**src/rtl/fas_pkg.sv**
```systemverilog
// Shared types and constants for the FIR -> FFT -> Analysis run sequencer.
package fas_pkg;

  localparam int FAS_DATA_W    = 16;
  localparam int FAS_FREQ_W    = 4;
  localparam int FAS_FRAME_LEN = 16;
  localparam int FAS_IDX_W     = 8;

  typedef enum logic [1:0] {
    IDLE   = 2'd0,
    FEED   = 2'd1,
    DRAIN  = 2'd2,
    FINISH = 2'd3
  } fas_state_e;

  // run_len is the number of accepted samples; one spare bit keeps the count overflow-free.
  function automatic int fas_sample_cnt_w(input int run_len);
    return $clog2(run_len + 1) + 1;
  endfunction

endpackage

```
**src/rtl/fas_frame_ctrl_if.sv**
```systemverilog
// Source, FIR feed, chain event and result signals of the run sequencer.
// slave = the controller, master = the surrounding source/chain environment.
interface fas_frame_ctrl_if;
  import fas_pkg::*;

  logic                  start;
  logic                  src_valid;
  logic [FAS_DATA_W-1:0] src_data;
  logic                  src_ready;
  logic                  data_valid;
  logic [FAS_DATA_W-1:0] data;
  logic                  fir_valid;
  logic                  fft_valid;
  logic                  done;
  logic [FAS_FREQ_W-1:0] freq;
  logic                  frame_vld;
  logic [FAS_FREQ_W-1:0] frame_freq;
  logic [FAS_IDX_W-1:0]  frame_idx;
  logic                  busy;
  logic                  run_done;
  logic                  err;

  modport master (
    output start, src_valid, src_data, fir_valid, fft_valid, done, freq,
    input  src_ready, data_valid, data, frame_vld, frame_freq, frame_idx,
           busy, run_done, err
  );

  modport slave (
    input  start, src_valid, src_data, fir_valid, fft_valid, done, freq,
    output src_ready, data_valid, data, frame_vld, frame_freq, frame_idx,
           busy, run_done, err
  );

endinterface

```
**src/rtl/fas_evt_tracker.sv**
```systemverilog
// Tracks FFT frames against Analysis results, captures per-frame results and
// raises the sticky error for unmatched results, surplus frames or watchdog expiry.
module fas_evt_tracker
  import fas_pkg::*;
#(
  parameter int NUM_FRAMES = 4
) (
  input  logic                  clk,
  input  logic                  rst,
  input  logic                  clear,
  input  logic                  active,
  input  logic                  fft_valid,
  input  logic                  done,
  input  logic [FAS_FREQ_W-1:0] freq,
  input  logic                  timeout_hit,
  output logic                  abort,
  output logic                  frame_vld,
  output logic [FAS_FREQ_W-1:0] frame_freq,
  output logic [FAS_IDX_W-1:0]  frame_idx,
  output logic [FAS_IDX_W-1:0]  frames_done,
  output logic                  err
);

  localparam logic [FAS_IDX_W:0] FRAMES_MAX = (FAS_IDX_W+1)'(NUM_FRAMES);

  logic [FAS_IDX_W-1:0]  outstanding_q;
  logic [FAS_IDX_W-1:0]  frames_done_q;
  logic                  frame_vld_q;
  logic [FAS_FREQ_W-1:0] frame_freq_q;
  logic [FAS_IDX_W-1:0]  frame_idx_q;
  logic                  err_q;
  logic [FAS_IDX_W:0]    frames_seen;
  logic                  done_err;
  logic                  fft_err;

  // Every FFT frame seen this run is either still outstanding or already reported.
  assign frames_seen = {1'b0, frames_done_q} + {1'b0, outstanding_q};
  assign done_err    = active && done && (outstanding_q == '0);
  assign fft_err     = active && fft_valid && (frames_seen >= FRAMES_MAX);
  assign abort       = done_err || fft_err || timeout_hit;

  always_ff @(posedge clk) begin
    if (rst) begin
      outstanding_q <= '0;
      frames_done_q <= '0;
      frame_vld_q   <= 1'b0;
      frame_freq_q  <= '0;
      frame_idx_q   <= '0;
      err_q         <= 1'b0;
    end else begin
      frame_vld_q <= 1'b0;
      if (clear) begin
        outstanding_q <= '0;
        frames_done_q <= '0;
        err_q         <= 1'b0;
      end else if (abort) begin
        err_q <= 1'b1;
      end else if (active) begin
        if (fft_valid && !done) begin
          outstanding_q <= outstanding_q + 1'b1;
        end else if (done && !fft_valid) begin
          outstanding_q <= outstanding_q - 1'b1;
        end
        if (done) begin
          frame_vld_q   <= 1'b1;
          frame_freq_q  <= freq;
          frame_idx_q   <= frames_done_q;
          frames_done_q <= frames_done_q + 1'b1;
        end
      end
    end
  end

  assign frame_vld   = frame_vld_q;
  assign frame_freq  = frame_freq_q;
  assign frame_idx   = frame_idx_q;
  assign frames_done = frames_done_q;
  assign err         = err_q;

endmodule

```
**src/rtl/fas_frame_ctrl.sv**
```systemverilog
// Run sequencer for the FIR -> FFT -> Analysis chain: feeds one run of samples
// and follows frame/result events. Optional watchdog: define FAS_CTRL_TIMEOUT_EN.
//
//  state  | meaning
//  IDLE   | waiting for start; chain events ignored
//  FEED   | accepting source samples and forwarding them to the FIR
//  DRAIN  | all samples sent; waiting for the remaining frame results
//  FINISH | one cycle, run_done pulse
module fas_frame_ctrl
  import fas_pkg::*;
#(
  parameter int FRAME_LEN  = FAS_FRAME_LEN,
  parameter int NUM_FRAMES = 4,
  parameter int FIR_TAPS   = 32,
  parameter int TIMEOUT    = 1024
) (
  input logic             clk,
  input logic             rst,
  fas_frame_ctrl_if.slave bus
);

  localparam int RUN_LEN = NUM_FRAMES * FRAME_LEN + FIR_TAPS - 1;
  localparam int SCNT_W  = fas_sample_cnt_w(RUN_LEN);
  localparam int FCNT_W  = (FRAME_LEN > 1) ? $clog2(FRAME_LEN) : 1;
  localparam logic [FAS_IDX_W-1:0] FRAMES_END = FAS_IDX_W'(NUM_FRAMES);

  fas_state_e            state_q;
  fas_state_e            state_d;
  logic [SCNT_W-1:0]     remain_q;
  logic [FCNT_W-1:0]     fir_cnt_q;
  logic                  data_valid_q;
  logic [FAS_DATA_W-1:0] data_q;
  logic                  src_ready;
  logic                  busy;
  logic                  run_done;
  logic                  active;
  logic                  start_acc;
  logic                  accept;
  logic                  last_accept;
  logic                  timeout_hit;
  logic                  abort;
  logic [FAS_IDX_W-1:0]  frames_done;

  assign start_acc   = (state_q == IDLE) && bus.start;
  assign accept      = bus.src_valid && src_ready;
  assign last_accept = accept && (remain_q == SCNT_W'(1));

  always_ff @(posedge clk) begin
    if (rst) begin
      state_q <= IDLE;
    end else begin
      state_q <= state_d;
    end
  end

  always_comb begin
    state_d   = state_q;
    src_ready = 1'b0;
    busy      = 1'b0;
    run_done  = 1'b0;
    active    = 1'b0;
    unique case (state_q)
      IDLE: begin
        if (bus.start) state_d = FEED;
      end
      FEED: begin
        src_ready = 1'b1;
        busy      = 1'b1;
        active    = 1'b1;
        if (abort) state_d = IDLE;
        else if (last_accept) state_d = DRAIN;
      end
      DRAIN: begin
        busy   = 1'b1;
        active = 1'b1;
        if (abort) state_d = IDLE;
        else if (frames_done == FRAMES_END) state_d = FINISH;
      end
      FINISH: begin
        busy     = 1'b1;
        run_done = 1'b1;
        state_d  = IDLE;
      end
      default: state_d = IDLE;
    endcase
  end

  // Remaining-sample down-counter: the accept that finds 1 left is the last of the run.
  always_ff @(posedge clk) begin
    if (rst) begin
      remain_q     <= '0;
      fir_cnt_q    <= '0;
      data_valid_q <= 1'b0;
      data_q       <= '0;
    end else begin
      data_valid_q <= accept;
      if (accept) data_q <= bus.src_data;

      if (start_acc) remain_q <= SCNT_W'(RUN_LEN);
      else if (accept) remain_q <= remain_q - 1'b1;

      if (start_acc) begin
        fir_cnt_q <= '0;
      end else if (active && bus.fir_valid) begin
        fir_cnt_q <= (fir_cnt_q == FCNT_W'(FRAME_LEN - 1)) ? '0 : fir_cnt_q + 1'b1;
      end
    end
  end

`ifdef FAS_CTRL_TIMEOUT_EN
  localparam int WD_W = $clog2(TIMEOUT + 1);

  logic [WD_W-1:0] wd_q;
  logic            activity;

  // Expires on the TIMEOUT-th consecutive quiet cycle in FEED/DRAIN.
  assign activity    = bus.fir_valid || bus.fft_valid || bus.done || accept;
  assign timeout_hit = active && !activity && (wd_q == WD_W'(1));

  always_ff @(posedge clk) begin
    if (rst) begin
      wd_q <= '0;
    end else if (start_acc || (active && activity)) begin
      wd_q <= WD_W'(TIMEOUT);
    end else if (active && (wd_q != '0)) begin
      wd_q <= wd_q - 1'b1;
    end
  end
`else
  assign timeout_hit = 1'b0;
`endif

  fas_evt_tracker #(
    .NUM_FRAMES (NUM_FRAMES)
  ) u_evt_tracker (
    .clk         (clk),
    .rst         (rst),
    .clear       (start_acc),
    .active      (active),
    .fft_valid   (bus.fft_valid),
    .done        (bus.done),
    .freq        (bus.freq),
    .timeout_hit (timeout_hit),
    .abort       (abort),
    .frame_vld   (bus.frame_vld),
    .frame_freq  (bus.frame_freq),
    .frame_idx   (bus.frame_idx),
    .frames_done (frames_done),
    .err         (bus.err)
  );

  assign bus.src_ready  = src_ready;
  assign bus.data_valid = data_valid_q;
  assign bus.data       = data_q;
  assign bus.busy       = busy;
  assign bus.run_done   = run_done;

endmodule

```
**src/flat_wrapper.sv**
```systemverilog
// flat-port wrapper written by rule: the top's interface ports become plain ports
module fas_frame_ctrl_flat import fas_pkg::*;
#(
  parameter int FRAME_LEN  = FAS_FRAME_LEN,
  parameter int NUM_FRAMES = 4,
  parameter int FIR_TAPS   = 32,
  parameter int TIMEOUT    = 1024
)
  (clk, rst, bus_start, bus_src_valid, bus_src_data, bus_fir_valid, bus_fft_valid, bus_done, bus_freq, bus_src_ready, bus_data_valid, bus_data, bus_frame_vld, bus_frame_freq, bus_frame_idx, bus_busy, bus_run_done, bus_err);
  fas_frame_ctrl_if bus_i ();
  input logic clk;
  input logic rst;
  input wire logic [$bits(bus_i.start)-1:0] bus_start;
  input wire logic [$bits(bus_i.src_valid)-1:0] bus_src_valid;
  input wire logic [$bits(bus_i.src_data)-1:0] bus_src_data;
  input wire logic [$bits(bus_i.fir_valid)-1:0] bus_fir_valid;
  input wire logic [$bits(bus_i.fft_valid)-1:0] bus_fft_valid;
  input wire logic [$bits(bus_i.done)-1:0] bus_done;
  input wire logic [$bits(bus_i.freq)-1:0] bus_freq;
  output wire logic [$bits(bus_i.src_ready)-1:0] bus_src_ready;
  output wire logic [$bits(bus_i.data_valid)-1:0] bus_data_valid;
  output wire logic [$bits(bus_i.data)-1:0] bus_data;
  output wire logic [$bits(bus_i.frame_vld)-1:0] bus_frame_vld;
  output wire logic [$bits(bus_i.frame_freq)-1:0] bus_frame_freq;
  output wire logic [$bits(bus_i.frame_idx)-1:0] bus_frame_idx;
  output wire logic [$bits(bus_i.busy)-1:0] bus_busy;
  output wire logic [$bits(bus_i.run_done)-1:0] bus_run_done;
  output wire logic [$bits(bus_i.err)-1:0] bus_err;
  assign bus_i.start = bus_start;
  assign bus_i.src_valid = bus_src_valid;
  assign bus_i.src_data = bus_src_data;
  assign bus_i.fir_valid = bus_fir_valid;
  assign bus_i.fft_valid = bus_fft_valid;
  assign bus_i.done = bus_done;
  assign bus_i.freq = bus_freq;
  assign bus_src_ready = bus_i.src_ready;
  assign bus_data_valid = bus_i.data_valid;
  assign bus_data = bus_i.data;
  assign bus_frame_vld = bus_i.frame_vld;
  assign bus_frame_freq = bus_i.frame_freq;
  assign bus_frame_idx = bus_i.frame_idx;
  assign bus_busy = bus_i.busy;
  assign bus_run_done = bus_i.run_done;
  assign bus_err = bus_i.err;
  fas_frame_ctrl #(.FRAME_LEN(FRAME_LEN), .NUM_FRAMES(NUM_FRAMES), .FIR_TAPS(FIR_TAPS), .TIMEOUT(TIMEOUT)) u_core (.clk(clk), .rst(rst), .bus(bus_i));
endmodule
```
**config.mk**
```make
export PLATFORM = sky130hd
export DESIGN_NAME = fas_frame_ctrl_flat
export DESIGN_NICKNAME = d
export VERILOG_FILES = /design/src/rtl/fas_pkg.sv /design/src/rtl/fas_frame_ctrl_if.sv /design/src/rtl/fas_evt_tracker.sv /design/src/rtl/fas_frame_ctrl.sv /design/src/flat_wrapper.sv
export SDC_FILE = /design/constraint.sdc
export NUM_CORES = 1
export LEC_CHECK = 0
export BUFFER_PORTS_ARGS = -buffer_cell sky130_fd_sc_hd__clkbuf_2
export CAP_MARGIN = 0
export CELL_PAD_IN_SITES_DETAIL_PLACEMENT = 0
export CELL_PAD_IN_SITES_GLOBAL_PLACEMENT = 1
export CORE_UTILIZATION = 30
export CTS_BUF_LIST = sky130_fd_sc_hd__clkbuf_4 sky130_fd_sc_hd__clkbuf_8
export CTS_CLUSTER_DIAMETER = 30
export DETAILED_ROUTE_END_ITERATION = 10
export GPL_TIMING_DRIVEN = 0
export PLACE_DENSITY_LB_ADDON = 0.2
export SYNTH_ARGS = -nofsm -noshare
export SYNTH_HDL_FRONTEND = slang
export SYNTH_HIERARCHICAL = 1
export SYNTH_SLANG_ARGS = --single-unit
```
**constraint.sdc**
```tcl
create_clock -name clk -period 2.8 [get_ports clk]
set_input_delay 0.28 -clock clk [delete_from_list [all_inputs] [get_ports clk]]
set_output_delay 0.28 -clock clk [all_outputs]
set_load 0.05 [all_outputs]
```
Yosys cells after proc, flatten, opt, wreduce, memory -nomap -nowiden. Cells that the tools add are included.

Bits in registers: 57.

Reduce and logical (&&, ||, !) cells: 24. Bitwise operators: 3. $add $sub $neg: 5. $lt $le $gt $ge: 1. Mux-type cells: 15. Equal/unequal tests: 8.

Operators with widths (count): adder 8 x 1 -> 8 bit, second input constant (2); 2-to-1 mux 8 bit (2); subtractor 8 x 1 -> 8 bit, second input constant (2); 2-to-1 mux 7 bit (2); 2-to-1 mux 2 bit (5); adder 8 x 8 -> 9 bit (1); >= comparator 9 x 3 -> 1 bit, second input constant (1); logical AND 1 bit (9); AND reduction 3 bit (3); == test 8 x 1 -> 1 bit, second input constant (1); == test 8 x 3 -> 1 bit, second input constant (1); logical NOT 8 bit (1); case mux 2 bit (4 select lines) (1); != test 3 x 1 -> 1 bit, second input constant (2); 2-to-1 mux 1 bit (5); == test 2 bit, second input constant (2); AND reduction 4 bit (1); nonzero test 2 bit (2); OR reduction 2 bit (2); OR reduction 4 bit (1); inverter 1 bit (3); OR reduction 3 bit (1); == test 2 x 1 -> 1 bit, second input constant (1); logical NOT 1 bit (2); 3 further kinds (3).

Depth between registers and ports, before layout.
Word-level depth: 8. Mapped depth: 13. Gate-level depth less buffers: 13.

Cells and area by module. The synthesis kept the hierarchy.

By module, submodules not included: fas_evt_tracker (area each 1913.1 µm², instances 1, cells an instance 204); fas_frame_ctrl (area each 1192.4 µm², instances 1, cells an instance 142).

Worst setup path after synthesis. OpenSTA, ideal clock, no wires.

Kind: flip-flop to flip-flop. Start: reg u_core.u_evt_tracker.outstanding_q[0]. End: reg u_core.state_q[0]. Data arrival time: 2.941 ns. Path slack: -0.257 ns. Buffers on the path: 0. Stages on the path, launching flop included: 14. Period minus slack after synthesis: 3.057 ns. Data required time: 2.684 ns. Cell sequence: dfxtp_1 > ha_1 > inv_1 > fa_1 > xnor2_1 > or4_1 > a211o_1 > a221o_2 > nand2_1 > nand2_1 > nand2b_1 > a41oi_2 > nor3b_2 > o211a_1.

Longest elaborated chain between the ends: 6.

RTL lines: start, declared (line fas_evt_tracker.sv:26) `logic [FAS_IDX_W-1:0] outstanding_q;`; start signal, assigned (line fas_evt_tracker.sv:60) `outstanding_q <= outstanding_q + 1'b1;`; start signal, assigned (line fas_evt_tracker.sv:62) `outstanding_q <= outstanding_q - 1'b1;`; adder 8 x 8 -> 9 bit (line fas_evt_tracker.sv:37) `assign frames_seen = {1'b0, frames_done_q} + {1'b0, outstanding_q};`; >= comparator 9 x 3 -> 1 bit (line fas_evt_tracker.sv:39) `assign fft_err = active && fft_valid && (frames_seen >= FRAMES_MAX);`; logical AND 1 bit (line fas_evt_tracker.sv:39); logical OR 1 bit * (line fas_evt_tracker.sv:40) `assign abort = done_err || fft_err || timeout_hit;`; via u_core.abort (line fas_frame_ctrl.sv:41) `logic abort;`; 2-to-1 mux 2 bit, or another cell as far along (line fas_frame_ctrl.sv:76) `if (abort) state_d = IDLE;`; case mux 2 bit (4 select lines) or AND reduction 3 bit (tied branches); end signal, assigned (line fas_frame_ctrl.sv:52) `state_q <= state_d;`; end, declared (line fas_frame_ctrl.sv:27) `fas_state_e state_q;`.

Mark *: on every way through the listed nets, which the timed path passes. The rest lies on a longest branch. A chain may end at the register's enable or synchronous reset.

Worst setup path after layout.
Start: reg u_core.u_evt_tracker.frames_done_q[0], in the netlist u_core/u_evt_tracker/frames_done[0]. End: reg u_core.state_q[0].

Longest elaborated chain between the ends: 6.

RTL lines: start, declared (line fas_evt_tracker.sv:27) `logic [FAS_IDX_W-1:0] frames_done_q;`; start signal, assigned (line fas_evt_tracker.sv:68) `frames_done_q <= frames_done_q + 1'b1;`; adder 8 x 8 -> 9 bit * (line fas_evt_tracker.sv:37); >= comparator 9 x 3 -> 1 bit * (line fas_evt_tracker.sv:39); logical AND 1 bit * (line fas_evt_tracker.sv:39); logical OR 1 bit * (line fas_evt_tracker.sv:40); via u_core.abort (line fas_frame_ctrl.sv:41); 2-to-1 mux 2 bit, or another cell as far along (line fas_frame_ctrl.sv:76); case mux 2 bit (4 select lines) or AND reduction 3 bit (tied branches).

Marks and branches as above.

==> results by group <==
Status
  – Status: finished with violations
  – Failing checks: setup timing

Pwr
  – Cell Pwr Density: 544 nW/um^2
  – Pleak: 0.00175 uW
  – IR drop worst, VDD: 0.196 mV

Cells and area
  – Fraction of layout cells with a size suffix above 1: 0.276
  – Layout area overhead: 28.1%
  – Antenna fix cells: 0
  – Fillers: 1,049
  – Final net count: 483
  – Final core occ: 0.402

Floorplan
  – Die width: 104 um
  – I/O pin cnt: approximately 60
  – FP Rows: 36
  – Die area: between 10,000 and 15,000 um^2
  – Die height: between 100 and 150 um
  – Initial Util: 0.313
  – Core area: 9910 um^2

Global route
  – Total GRT Usage: 0.146
  – Vias in the first global route: 2,607
  – First-pass GRT wire length: 12.6 mm
  – Grt ovf: 0
  – Largest net degree at the start of global routing: 11
  – Initial antenna violation count: 0

CTS
  – Clock buffer depth: 2
  – Htree depth: 3
  – Worst-Skew Late Latency: 0.33 ns
  – Post-cts hold buffer count: 0
  – Clock Pin Slew Worst Setup and Hold Paths: approximately 0.070 ns
  – Total CTS buffers: 9
  – CTS sink cnt: 57
  – CTS tree: yes
  – Clk root buf: clkbuf_8

Timing
  – Final hold violation count: 0
  – RSZ-0062 raised after global routing: yes
  – Final setup TNS: -2.85 ns
  – Actual slew at the worst max-slew pin: 0.535 ns
  – Endpoints failing setup: 28
  – Fin crit period: roughly 3.0 ns
  – Slew margin rel.: 0.642
  – Final period util: 1.06
  – Clock skew: 0.00831 ns
  – Slack of the critical path: -0.178 ns
  – Max-slew violation count: 0
  – Max frequency: around 340 MHz

Synth
  – Yosys cell types: 57
  – Yosys reg bits: 57
  – Yosys warning total: 6
  – Async SR Flop Fraction: 0
  – Post-synth EDFFs: 0
  – Sequential area share after synthesis: 0.367
  – Cells after Synth: 346
  – Syn avg cell area: roughly 9 um^2
  – Syn Std Cell Area: 3110 um^2
  – Top_reg_cell synth: dfxtp_1
  – Syn Nets: about 400

Drt
  – DRT iter0 DRCs: 62
  – Via density: around 4.7
  – # DRC: 0
  – Via count: around 2,700
  – Antenna viol nets, final: 0
  – Routed wire length: 7.58 mm
  – DR WL/cell: 13.3 um
  – DRT Pass-1 Iters: 4

Setup path
  – Crit start category: flip-flop
  – Critical Path End Type: flip-flop
  – Worst EP arrival: between 3 and 4 ns
  – Worst setup path category: reg2reg
  – CP Max Fanout: 4
  – Worst EP required: slightly above 3 ns

Place
  – Post-place setup slack: -0.303 ns
  – Port-buffer cells: 59
  – Hpwl dp: 5.59 mm
  – Gpl congestion: 0.775

Run
  – Max cap viols: 0

Hold path
  – Worst min-delay path category: in2reg
==> worst max-delay path, stage by stage (launching register included) <==
cell and delay (ns):
dfxtp_4 0.36, ha_4 0.13, inv_2 0.03, fa_2 0.35
xnor2_1 0.13, or4_1 0.41, a211o_1 0.24, a221o_2 0.36
nand2_2 0.10, nand2_4 0.06, and2b_1 0.23, o21ai_1 0.09
nor3b_2 0.17, o211a_1 0.20
==> sequential cells by signal, summed over array words and instances, names as in the netlist <==
signal                              flops
u_core/state_q                          2
u_core/u_evt_tracker/frame_vld          1
u_core/u_evt_tracker/err                1
u_core/u_evt_tracker/frame_idx          8
u_core/remain_q                         8
u_core/bus.data                        16
u_core/u_evt_tracker/frames_done        8
u_core/u_evt_tracker/frame_freq         4
u_core/bus.data_valid                   1
u_core/u_evt_tracker/outstanding_q      8
==> metrics by stage <==
step	area, um^2	hold WS, ns	total power [uW]	std cells
after floorplan	3140	0.416	1260	346
after global placement	3600	0.443	1370	538
after detailed placement	3600	0.449	1380	538
after CTS	3960	0.150	2200	567
after global routing	3980	0.149	2290	568
final	3980	0.164	2170	568
==> routing by layer <==
layer | GRT usage | vias up | share of wire
met3 | 0.0434 | 4 | 0.035
li1 | - | 1379 | -
met2 | 0.250 | 41 | 0.49
met1 | 0.178 | 1249 | 0.47
met4 | 0.0367 | 0 | 0.0067
met5 | 0 | - | 0
==> cells in the mapped netlist, drive strengths merged, types with 5 or more instances <==
cell type	n	share of area
dfxtp	57	0.37
inv	19	0.023
buf	5	0.012
nor2	25	0.030
a31o	8	0.023
nand2	47	0.057
ha	23	0.093
clkbuf	8	0.0097
nor3	5	0.0081
a21oi	32	0.056
mux2i	14	0.045
nand3	7	0.011
o21ai	6	0.0097
and2	5	0.010
xnor2	14	0.039
nand2b	12	0.025
==> kinds of logic after synthesis <==
family          count (synthesis)  synth area share
mux                            14            0.0451
fa+ha+maj                      25             0.106
simple gates                  130             0.223
other cells                     1           0.00121
compound gates                 69             0.162
buf+inv                        32            0.0447
xor+xnor                       18            0.0508
flops                          57             0.367
==> cell usage in the layout (no fill, tap or decap), types with 4 or more instances in the layout <==
master,n
ha_1,22
o21ai_0,4
inv_1,17
clkbuf_2,59
xor2_1,4
a21o_1,4
nand3_1,7
nand2b_1,10
nor2_1,25
clkbuf_8,10
a21oi_1,30
or4_1,4
xnor2_1,14
nor3_1,5
and2_1,5
nand2_1,45
clkbuf_1,8
and4b_1,4
buf_4,13
a31o_1,7
mux2i_1,14
dfxtp_1,52
==> power by group <==
group / total, uW / switching (uW) / internal (uW)
sequential: 890 / 36.9 / 853
clock: 765 / 337 / 428
combinational: 511 / 312 / 199
==> repair_timing <==
item | CTS | global route
setup endpoints to repair | 29 | 32
setup buffers | 13 | 2
pin swaps | 4 | 1
cloned | 1 | 1
resized for setup | 10 | 4
endpoints found under the hold margin | 0 | 0
==> area by class of cell <==
type	instances	area [um^2]	share of cell area
Multi-Input combinational cell	257	1880	0.473
Sequential cell	57	1150	0.290
Timing Repair Buffer	74	437	0.110
Tap cell	133	166	0.0418
Clock buffer	10	138	0.0346
Buffer	13	75.1	0.0189
Inverter	19	71.3	0.0179
Clock inverter	5	56.3	0.0142
==> worst paths after layout <==
| path | to | slack [ns] | cells past startpoint | from |
|---|---|---|---|---|
| worst min register to register | u_core/bus.data[13] | 0.45 | 2 | u_core/bus.data[13] |
| worst min-delay path | u_core/bus.data[13] | 0.16 | 3 | bus_src_data[13] |
| worst max-delay path | u_core/state_q[0] | -0.18 | 13 | u_core/u_evt_tracker/frames_done[0] |
| worst max register to register | u_core/state_q[0] | -0.18 | 13 | u_core/u_evt_tracker/frames_done[0] |
(Power assumes the default switching activity.)
